$ cat src/rtl/uart_rx_fifo_pkg.sv
// Shared definitions for the UART receive path and its FIFO.
// Holds the receiver FSM state encoding, the parity mode constants and a
// ceiling-log2 helper used to size pointers and occupancy counters.
package uart_rx_fifo_pkg;

    localparam logic [2:0] ST_IDLE   = 3'd0;
    localparam logic [2:0] ST_START  = 3'd1;
    localparam logic [2:0] ST_DATA   = 3'd2;
    localparam logic [2:0] ST_PARITY = 3'd3;
    localparam logic [2:0] ST_STOP   = 3'd4;
    localparam logic [2:0] ST_BREAK  = 3'd5;

    localparam int PAR_NONE = 0;
    localparam int PAR_ODD  = 1;
    localparam int PAR_EVEN = 2;

    // Smallest w with 2**w >= value.
    function automatic int clog2(input int value);
        int w;
        w = 0;
        while ((1 << w) < value) begin
            w = w + 1;
        end
        return w;
    endfunction

endpackage

$ cat src/rtl/uart_rx_fifo_sync_fifo.sv
// sync_fifo: single-clock first-word-fall-through FIFO.
// Ports:
//   i_clk, i_rst     clock, synchronous active-high reset (pointers/count only)
//   i_wr, i_wdata    write strobe and word
//   i_rd             read strobe, ignored while empty
//   o_rdata          head word, valid while !o_empty
//   o_empty, o_full  occupancy status
//   o_count          occupancy, 0..DEPTH
module sync_fifo
    import uart_rx_fifo_pkg::*;
#(
    parameter int WIDTH = 8,
    parameter int DEPTH = 16
) (
    input  logic                    i_clk,
    input  logic                    i_rst,
    input  logic                    i_wr,
    input  logic [WIDTH-1:0]        i_wdata,
    input  logic                    i_rd,
    output logic [WIDTH-1:0]        o_rdata,
    output logic                    o_empty,
    output logic                    o_full,
    output logic [clog2(DEPTH):0]   o_count
);

    localparam int              AW         = clog2(DEPTH);
    localparam logic [AW:0]     FULL_COUNT = DEPTH[AW:0];

    logic [WIDTH-1:0] r_mem [DEPTH];
    logic [AW-1:0]    r_wptr;
    logic [AW-1:0]    r_rptr;
    logic [AW:0]      r_count;
    logic             w_do_rd;
    logic             w_do_wr;

    assign o_empty = (r_count == '0);
    assign o_full  = (r_count == FULL_COUNT);
    assign o_count = r_count;

    // A read frees a slot in the same cycle, so a full FIFO still accepts
    // a write when it is being read; a read of an empty FIFO is dropped.
    assign w_do_rd = i_rd && !o_empty;
    assign w_do_wr = i_wr && (!o_full || w_do_rd);

    always_ff @(posedge i_clk) begin
        if (i_rst) begin
            r_wptr  <= '0;
            r_rptr  <= '0;
            r_count <= '0;
        end else begin
            // Power-of-two depth: pointers wrap by natural overflow.
            if (w_do_wr) r_wptr <= r_wptr + 1'b1;
            if (w_do_rd) r_rptr <= r_rptr + 1'b1;
            case ({w_do_wr, w_do_rd})
                2'b10:   r_count <= r_count + 1'b1;
                2'b01:   r_count <= r_count - 1'b1;
                default: r_count <= r_count;
            endcase
        end
    end

    // Storage is deliberately not reset.
    always_ff @(posedge i_clk) begin
        if (w_do_wr) r_mem[r_wptr] <= i_wdata;
    end

    assign o_rdata = r_mem[r_rptr];

endmodule

$ cat src/rtl/uart_rx_fifo.sv
// uart_rx_fifo: UART receiver (configurable width/parity) feeding a
// first-word-fall-through receive FIFO, with sticky error flags.
// Ports:
//   Clk_100M   sole clock
//   Reset      synchronous active-high reset
//   Rx         asynchronous serial line, idle high
//   Ack        pop strobe for the FIFO head
//   ErrClr     clears Overrun/FrameErr/ParityErr
//   Data       FIFO head word, valid while Ready
//   Ready      FIFO non-empty
//   Count      FIFO occupancy
//   Overrun    word arrived while FIFO full (sticky)
//   FrameErr   stop bit sampled low (sticky)
//   ParityErr  parity bit mismatch (sticky)
module uart_rx_fifo
    import uart_rx_fifo_pkg::*;
#(
    parameter int CLKS_PER_BIT = 10417,
    parameter int DATA_BITS    = 8,
    parameter int PARITY       = 0,
    parameter int FIFO_DEPTH   = 16
) (
    input  logic                         Clk_100M,
    input  logic                         Reset,
    input  logic                         Rx,
    input  logic                         Ack,
    input  logic                         ErrClr,
    output logic [DATA_BITS-1:0]         Data,
    output logic                         Ready,
    output logic [clog2(FIFO_DEPTH):0]   Count,
    output logic                         Overrun,
    output logic                         FrameErr,
    output logic                         ParityErr
);

    localparam logic [15:0] BAUD_LAST = 16'(CLKS_PER_BIT - 1);
    localparam logic [15:0] BAUD_HALF = 16'(CLKS_PER_BIT / 2);
    localparam logic [3:0]  BIT_LAST  = 4'(DATA_BITS - 1);

    logic                 r_rx_meta;
    logic                 r_rx_sync;
    logic [2:0]           r_state;
    logic [15:0]          r_baud;
    logic [3:0]           r_bit;
    logic [DATA_BITS-1:0] r_shift;
    logic                 r_par_bad;
    logic                 r_push;
    logic                 r_overrun;
    logic                 r_frame_err;
    logic                 r_parity_err;

    logic                 w_bit_tick;
    logic                 w_par_expect;
    logic                 w_par_evt;
    logic                 w_frame_evt;
    logic                 w_ovr_evt;
    logic                 w_empty;
    logic                 w_full;

    // Two-flop synchroniser, preset to the idle (high) level.
    always_ff @(posedge Clk_100M) begin
        if (Reset) begin
            r_rx_meta <= 1'b1;
            r_rx_sync <= 1'b1;
        end else begin
            r_rx_meta <= Rx;
            r_rx_sync <= r_rx_meta;
        end
    end

    assign w_bit_tick   = (r_baud == BAUD_LAST);
    // Parity bit value that makes the frame's ones-count match the mode.
    assign w_par_expect = (PARITY == PAR_ODD) ? ~(^r_shift) : (^r_shift);
    assign w_par_evt    = (r_state == ST_PARITY) && w_bit_tick &&
                          (r_rx_sync != w_par_expect);
    assign w_frame_evt  = (r_state == ST_STOP) && w_bit_tick && !r_rx_sync;
    assign w_ovr_evt    = r_push && w_full && !Ack;

    always_ff @(posedge Clk_100M) begin
        if (Reset) begin
            r_state   <= ST_IDLE;
            r_baud    <= '0;
            r_bit     <= '0;
            r_par_bad <= 1'b0;
            r_push    <= 1'b0;
        end else begin
            r_push <= 1'b0;
            case (r_state)
                // Every entry into IDLE happens with the line high, so a
                // low level here is always a fresh falling edge.
                ST_IDLE: begin
                    if (!r_rx_sync) begin
                        r_state <= ST_START;
                        r_baud  <= '0;
                    end
                end
                ST_START: begin
                    if (r_baud == BAUD_HALF) begin
                        r_baud    <= '0;
                        r_bit     <= '0;
                        r_par_bad <= 1'b0;
                        r_state   <= r_rx_sync ? ST_IDLE : ST_DATA;
                    end else begin
                        r_baud <= r_baud + 16'd1;
                    end
                end
                ST_DATA: begin
                    if (w_bit_tick) begin
                        r_baud <= '0;
                        r_bit  <= r_bit + 4'd1;
                        if (r_bit == BIT_LAST) begin
                            r_state <= (PARITY == PAR_NONE) ? ST_STOP : ST_PARITY;
                        end
                    end else begin
                        r_baud <= r_baud + 16'd1;
                    end
                end
                ST_PARITY: begin
                    if (w_bit_tick) begin
                        r_baud    <= '0;
                        r_par_bad <= (r_rx_sync != w_par_expect);
                        r_state   <= ST_STOP;
                    end else begin
                        r_baud <= r_baud + 16'd1;
                    end
                end
                ST_STOP: begin
                    if (w_bit_tick) begin
                        r_baud <= '0;
                        if (r_rx_sync) begin
                            r_push  <= !r_par_bad;
                            r_state <= ST_IDLE;
                        end else begin
                            r_state <= ST_BREAK;
                        end
                    end else begin
                        r_baud <= r_baud + 16'd1;
                    end
                end
                ST_BREAK: begin
                    if (r_rx_sync) r_state <= ST_IDLE;
                end
                default: r_state <= ST_IDLE;
            endcase
        end
    end

    // Payload shifts in LSB first; it stays put from the last data sample
    // until the next frame, so it doubles as the push word.
    always_ff @(posedge Clk_100M) begin
        if ((r_state == ST_DATA) && w_bit_tick) begin
            r_shift <= {r_rx_sync, r_shift[DATA_BITS-1:1]};
        end
    end

    // Sticky flags: a new error outranks a simultaneous clear.
    always_ff @(posedge Clk_100M) begin
        if (Reset) begin
            r_overrun    <= 1'b0;
            r_frame_err  <= 1'b0;
            r_parity_err <= 1'b0;
        end else begin
            if (w_ovr_evt)       r_overrun    <= 1'b1;
            else if (ErrClr)     r_overrun    <= 1'b0;
            if (w_frame_evt)     r_frame_err  <= 1'b1;
            else if (ErrClr)     r_frame_err  <= 1'b0;
            if (w_par_evt)       r_parity_err <= 1'b1;
            else if (ErrClr)     r_parity_err <= 1'b0;
        end
    end

    sync_fifo #(
        .WIDTH (DATA_BITS),
        .DEPTH (FIFO_DEPTH)
    ) u_fifo (
        .i_clk   (Clk_100M),
        .i_rst   (Reset),
        .i_wr    (r_push),
        .i_wdata (r_shift),
        .i_rd    (Ack),
        .o_rdata (Data),
        .o_empty (w_empty),
        .o_full  (w_full),
        .o_count (Count)
    );

    assign Ready     = !w_empty;
    assign Overrun   = r_overrun;
    assign FrameErr  = r_frame_err;
    assign ParityErr = r_parity_err;

endmodule
$ cat config.mk
export PLATFORM = sky130hd
export DESIGN_NAME = uart_rx_fifo
export DESIGN_NICKNAME = d
export VERILOG_FILES = /design/src/rtl/uart_rx_fifo_pkg.sv /design/src/rtl/uart_rx_fifo_sync_fifo.sv /design/src/rtl/uart_rx_fifo.sv
export SDC_FILE = /design/constraint.sdc
export NUM_CORES = 1
export LEC_CHECK = 0
export ABC_AREA = 1
export BUFFER_PORTS_ARGS = -buffer_cell sky130_fd_sc_hd__buf_4
export CAP_MARGIN = 20
export CORE_MARGIN = 1.5
export CORE_UTILIZATION = 30
export CTS_CLUSTER_DIAMETER = 40
export CTS_CLUSTER_SIZE = 12
export DETAILED_ROUTE_END_ITERATION = 16
export GPL_TIMING_DRIVEN = 0
export RECOVER_POWER = 50
export SLEW_MARGIN = 20
export SYNTH_ARGS = -nofsm -noshare
export SYNTH_HDL_FRONTEND = slang
export SYNTH_SLANG_ARGS = --single-unit
$ cat constraint.sdc
create_clock -name Clk_100M -period 6.25 [get_ports Clk_100M]
set_clock_uncertainty 0.05 [all_clocks]
set_input_delay 1.25 -clock Clk_100M [delete_from_list [all_inputs] [get_ports Clk_100M]]
set_output_delay 1.25 -clock Clk_100M [all_outputs]
set_load 0.02 [all_outputs]
Word level (Yosys, flattened, before mapping)
Memories as Yosys holds them, arrays and structs flattened. A register that Yosys moved wholly into a read port is not among the register bits.
Index checks and enable logic that the tools add are counted.
Operators by class
  multiplexer cells: 29
  reduce and logical (&&, ||, !) cells: 31
  add/sub/neg operators: 6
  bitwise logic cells: 3
  equal/unequal tests: 19
Operators with widths (number)
  $mux W16: 3
  $pmux W16 S3: 1
  $mux W3: 8
  $pmux W3 S6: 1
  $add A16 B1 Y16 const B: 1
  $eq A16 B13 Y1 const B: 1
  $eq A16 B14 Y1 const B: 1
  $mux W4: 4
  $ne A2 B2 Y1 const B: 7
  $add A4 B1 Y4 const B: 3
  $reduce_bool A2 Y1: 6
  $pmux W5 S2: 1
  $logic_and A1 B1 Y1: 9
  $mux W1: 8
  $pmux W4 S2: 1
  $reduce_xor A8 Y1: 1
  $reduce_and A7 Y1: 1
  $eq A3 B2 Y1 const B: 2
  $eq A3 B3 Y1 const B: 2
  $reduce_and A3 Y1: 2
  $add A5 B1 Y5 const B: 1
  $eq A5 B5 Y1 const B: 1
  $logic_not A1 Y1: 5
  $logic_not A5 Y1: 1
  other kinds (15): 17
Storage, ports and cells
  bits in writable memories: 128
  memories: 1
  register bits after elaboration: 51
  output and inout bits: 17
  bits of input ports: 5
Memory list
  u_fifo.r_mem: words 16, bits a word 8, read ports 1, clocked after memory_dff 1, wr ports 1, RTL line uart_rx_fifo_sync_fifo.sv:29  | logic [WIDTH-1:0] r_mem [DEPTH];

Logic depth before layout (Yosys ltp)
  depth after elaboration: 7
  gate-level depth with buffers: 15

Hierarchy
From an unflattened synthesis, not the netlist that was laid out.
Second synthesis, totals
  cells, all modules: 846
  area, all modules: 8369.3 µm²
By module, submodules not included
  sync_fifo: area each 6217.2 µm², sequential area each 4184.0 µm², instances 1, cells an instance 541
  uart_rx_fifo: area each 2152.1 µm², sequential area each 840.8 µm², instances 1, cells an instance 305

Worst setup path before layout
OpenSTA, ideal clock, no wires.
  path kind: input -> register
  start: input Ack
  end: register u_fifo.r_count[4] (netlist: u_fifo.o_count[4])
  slack: 3475 ps
  arrival: 2654 ps
  path buffers: 0
  stages on the path: 13
  data required time: 6129 ps
  cell sequence: inv_1 -> nand2_1 -> nand2_2 -> ha_1 -> xor2_1 -> ha_1 -> inv_1 -> nand2_1 -> nand3_1 -> a21o_1 -> nand2_1 -> nand2_1 -> a21oi_1
Between the ends
  cells in the longest elaborated chain, start to end: 5
  elaborated cells between the ends (all ways): 7
  those cells by class: 2 x eq/ne; 1 x mux; 4 x reduce/logical
Ends and longest elaborated chain
  start: declaration: RTL line uart_rx_fifo.sv:26  | input logic Ack,
  $logic_and A1 B1 Y1 (*): RTL line uart_rx_fifo_sync_fifo.sv:42  | assign w_do_rd = i_rd && !o_empty;
  $logic_or A1 B1 Y1: RTL line uart_rx_fifo_sync_fifo.sv:43  | assign w_do_wr = i_wr && (!o_full || w_do_rd);
  $logic_and A1 B1 Y1: RTL line uart_rx_fifo_sync_fifo.sv:43
  $eq A2 B1 Y1 / $eq A2 B2 Y1 (equally long branches): RTL line uart_rx_fifo_sync_fifo.sv:54  | case ({w_do_wr, w_do_rd})
  $pmux W5 S2 / $reduce_bool A2 Y1 (equally long branches)
  end signal: assignment: RTL line uart_rx_fifo_sync_fifo.sv:55  | 2'b10: r_count <= r_count + 1'b1;
  end signal: assignment: RTL line uart_rx_fifo_sync_fifo.sv:56  | 2'b01: r_count <= r_count - 1'b1;
  end signal: assignment: RTL line uart_rx_fifo_sync_fifo.sv:57  | default: r_count <= r_count;
  end: declaration: RTL line uart_rx_fifo_sync_fifo.sv:32  | logic [AW:0] r_count;
Mark *: on every way between the ends. The rest lies on a longest branch, timed or not.
A chain may end at the register's enable or synchronous reset.

==> flow_summary.ini <==
[setup_path]
max_stage_delay_ps = 350
cpLargestDelayFamily = buffers and inverters
setup.worst_path.start_class = register
critPathKind = register to primary output
cp.arrival_ps = 2140
crit_slowest_cell = clkbuf_1
crit_buf_inv = 4
end_kind = primary output
path_max_fanout = 10
worstPathRequired_ps = 4950
crit_chain = buf_2, inv_1, clkbuf_1, o21ai_0, o211ai_1, nand2_1, buf_4

[clocking]
holdBufCountCts = 0
clock_latency_ps = 440
clk_pin_slew_ps = 70
post_cts_buffers = 0
cts.sinks = 183
cts_tree = yes
htree_levels = 4
cts_root_buf = clkbuf_16
ctsLongestPathBuffers = 2
ctsResizeCount = 0
numCtsBuffers = 17

[synthesis]
yosysWarnings = 0
synthFlopType = edfxtp_1
async_reset_ff_share_pct = 0
syn_area_mm2 = 0.008204
synth_cell_types = 39
syn-num-nets = 782
avgSynthCellArea_um2 = 10.72
ys_top_cells_by_area = edfxtp_1 (50%), dfxtp_1 (11%), nand2_1 (4.6%), mux2i_1 (3.9%), inv_1 (3.8%)
synth_top_area_share_pct = 49.78
ys_seq_elements = 183
synth_edf_count = 136
synth_top_cell_by_area = edfxtp_1
syn_inst = 765
ys_seq_area_share_pct = 61.25

[floorplan]
ios = 22
row_count = 60
die_h_um = 168.4
core_area_mm2 = 0.02688
dieArea_mm2 = 0.02835
start_util_pct = 30.53
dieWidth_um = 168.4

[timing]
clock.fmax_ghz = 0.2906
drv_slew = 0
max_slew_margin_pct = 39.77
min_period_ps = 3442
hold_viol_final = 0
rsz0062_at_grt = no
setup_tns_ps = 0
post-route-period-util_pct = 55.07
worst_pin_slew_ps = 903.5
fin_hold_ws_ps = 370.0
setup_viol = 0

[power]
seqPwrFrac_pct = 40.6
p_int_mw = 2.189
leakage_nw = 3.292
power_density_mw_per_mm2 = 358.0
p_sw_mw = 1.137
peakVddDrop_mv = 0.2641
p_sw_share_pct = 34.19
share_comb_of_total_power_pct = 28.4
p_clk_share_pct = 31.0

[finish]
nets = 822
n_antenna_cell = 0
layout-drive-gt1-share_pct = 11.49
fillers = 2737
utilization_pct = 34.57
layout_commonest_cell = edfxtp_1
area_growth_pct = 13.25
final_cell_mix = edfxtp_1 (136), nand2_1 (105), inv_1 (83), nor2_1 (62), a21oi_1 (60)

[routing]
vias_per_cell = 4.860
detail_route.wl_per_cell_um = 16.44
ant_nets = 0
wl_mm = 19.06
first_pass_iters = 7
via_count = 5633
drc_errors = 0
drt_iter0_markers = 514

[outcome]
outcome = finished, final reports clean

[grt]
overflow = 0
grt_pass1_vias = 5537
track_usage_pct = 14.06
grt_max_degree = 21
grt_pass1_wl_mm = 30.13
antenna_found_initial = 0

[placement]
io_buffers = 21
globalplace.congestion = 0.8943
hpwl_mm = 13.27

[min_path]
hold_path.class = register to register

[flow_run]
drv_cap = 0
Yosys cell counts (3+ instances only):
master / count
nor2_1: 62
nand2_1: 101
nand2_4: 4
xor2_1: 7
o211ai_1: 33
o21ai_0: 53
o21bai_1: 3
clkbuf_1: 13
nor2_2: 6
ha_1: 12
inv_2: 6
nand2_2: 7
xnor2_1: 3
buf_2: 4
nand4_1: 14
edfxtp_1: 136
buf_6: 6
nor3_2: 6
nor3_1: 5
a21oi_1: 60
nand3_1: 37
o21ai_1: 8
dfxtp_1: 47
inv_1: 82
mux2i_1: 32
state kept, by name, summed over array words and instances, names as in the netlist, named ones only:
name / flops
r_baud: 16
u_fifo.r_rptr: 4
r_rx_sync: 1
u_fifo.o_count: 5
Overrun: 1
r_bit: 4
r_rx_meta: 1
FrameErr: 1
u_fifo.r_mem: 128
r_par_bad: 1
r_shift: 8
r_state: 3
u_fifo.r_wptr: 4
ParityErr: 1
r_push: 1
stage by stage:
stage / cells / setup WS (ps) / power [mW] / area, µm²
floorplan: 765 / 3475 / 2.013 / 8204
global placement: 1127 / 3140 / 2.314 / 8788
detailed placement: 1127 / 3127 / 2.324 / 8788
CTS: 1159 / 2848 / 3.354 / 9353
global route: 1159 / 2614 / 3.490 / 9291
finish: 1159 / 2808 / 3.327 / 9291
cell families after synthesis:
logic type,Yosys count,synth area share [%]
AOI/OAI and AO/OA,158,10.77
buffers and inverters,116,6.222
adders and majority gates,12,1.830
DFF,183,61.25
and+or+nand+nor,253,14.76
muxes,32,3.904
xor gates and xnor gates,11,1.266
power by group through the flow:
stage / Combinational, mW / Sequential (mW) / Clock [mW]
floorplan: 0.625 / 1.39 / 0
global placement: 0.936 / 1.38 / 0
detailed placement: 0.946 / 1.38 / 0
CTS: 0.951 / 1.35 / 1.05
global route: 1.04 / 1.36 / 1.09
finish: 0.944 / 1.35 / 1.03
worst register-to-register path, stage by stage (launching register included):
cell	delay, ps
dfxtp_1	380
nor2_1	140
nand3_1	80
nor2_1	120
nand2_1	60
nand2_1	240
ha_1	380
xor2_1	230
ha_1	170
inv_1	40
nand2_1	100
nand3_1	110
a21o_1	170
nand2_1	50
nand2_1	50
a21oi_1	110
final cells by class:
cell class                      instances  area, µm²  share of cell area (%)
Tap cell                              341      426.7                   4.592
Inverter                               89      336.6                   3.622
Clock buffer                           19      432.9                   4.659
Multi-Input combinational cell        466       2619                   28.18
Timing Repair Buffer                   21      153.9                   1.656
Buffer                                 27      166.4                   1.791
Sequential cell                       183       5025                   54.08
Clock inverter                         13      131.4                   1.414
layer usage:
layer  wire (µm)  vias up  global-route usage (%)
met3         748       26                   3.009
met4         282        0                   3.843
met2        9220      125                   23.49
met5           0        -                       0
li1            -     2749                       -
met1        8804     2733                   18.43
final timing paths:
path | start | to | slack (ps) | depth (start not counted)
min reg2reg | r_rx_meta$_SDFF_PP1_ | r_rx_sync$_SDFF_PP1_ | 370 | 1
max reg2reg | u_fifo.o_count[1]$_SDFFE_PP0P_ | u_fifo.o_count[4]$_SDFFE_PP0P_ | 3700 | 15
max | register | Data[0] | 2810 | 7
min | r_rx_meta$_SDFF_PP1_ | r_rx_sync$_SDFF_PP1_ | 370 | 1
No activity file was read; power rests on OpenSTA's default activity.
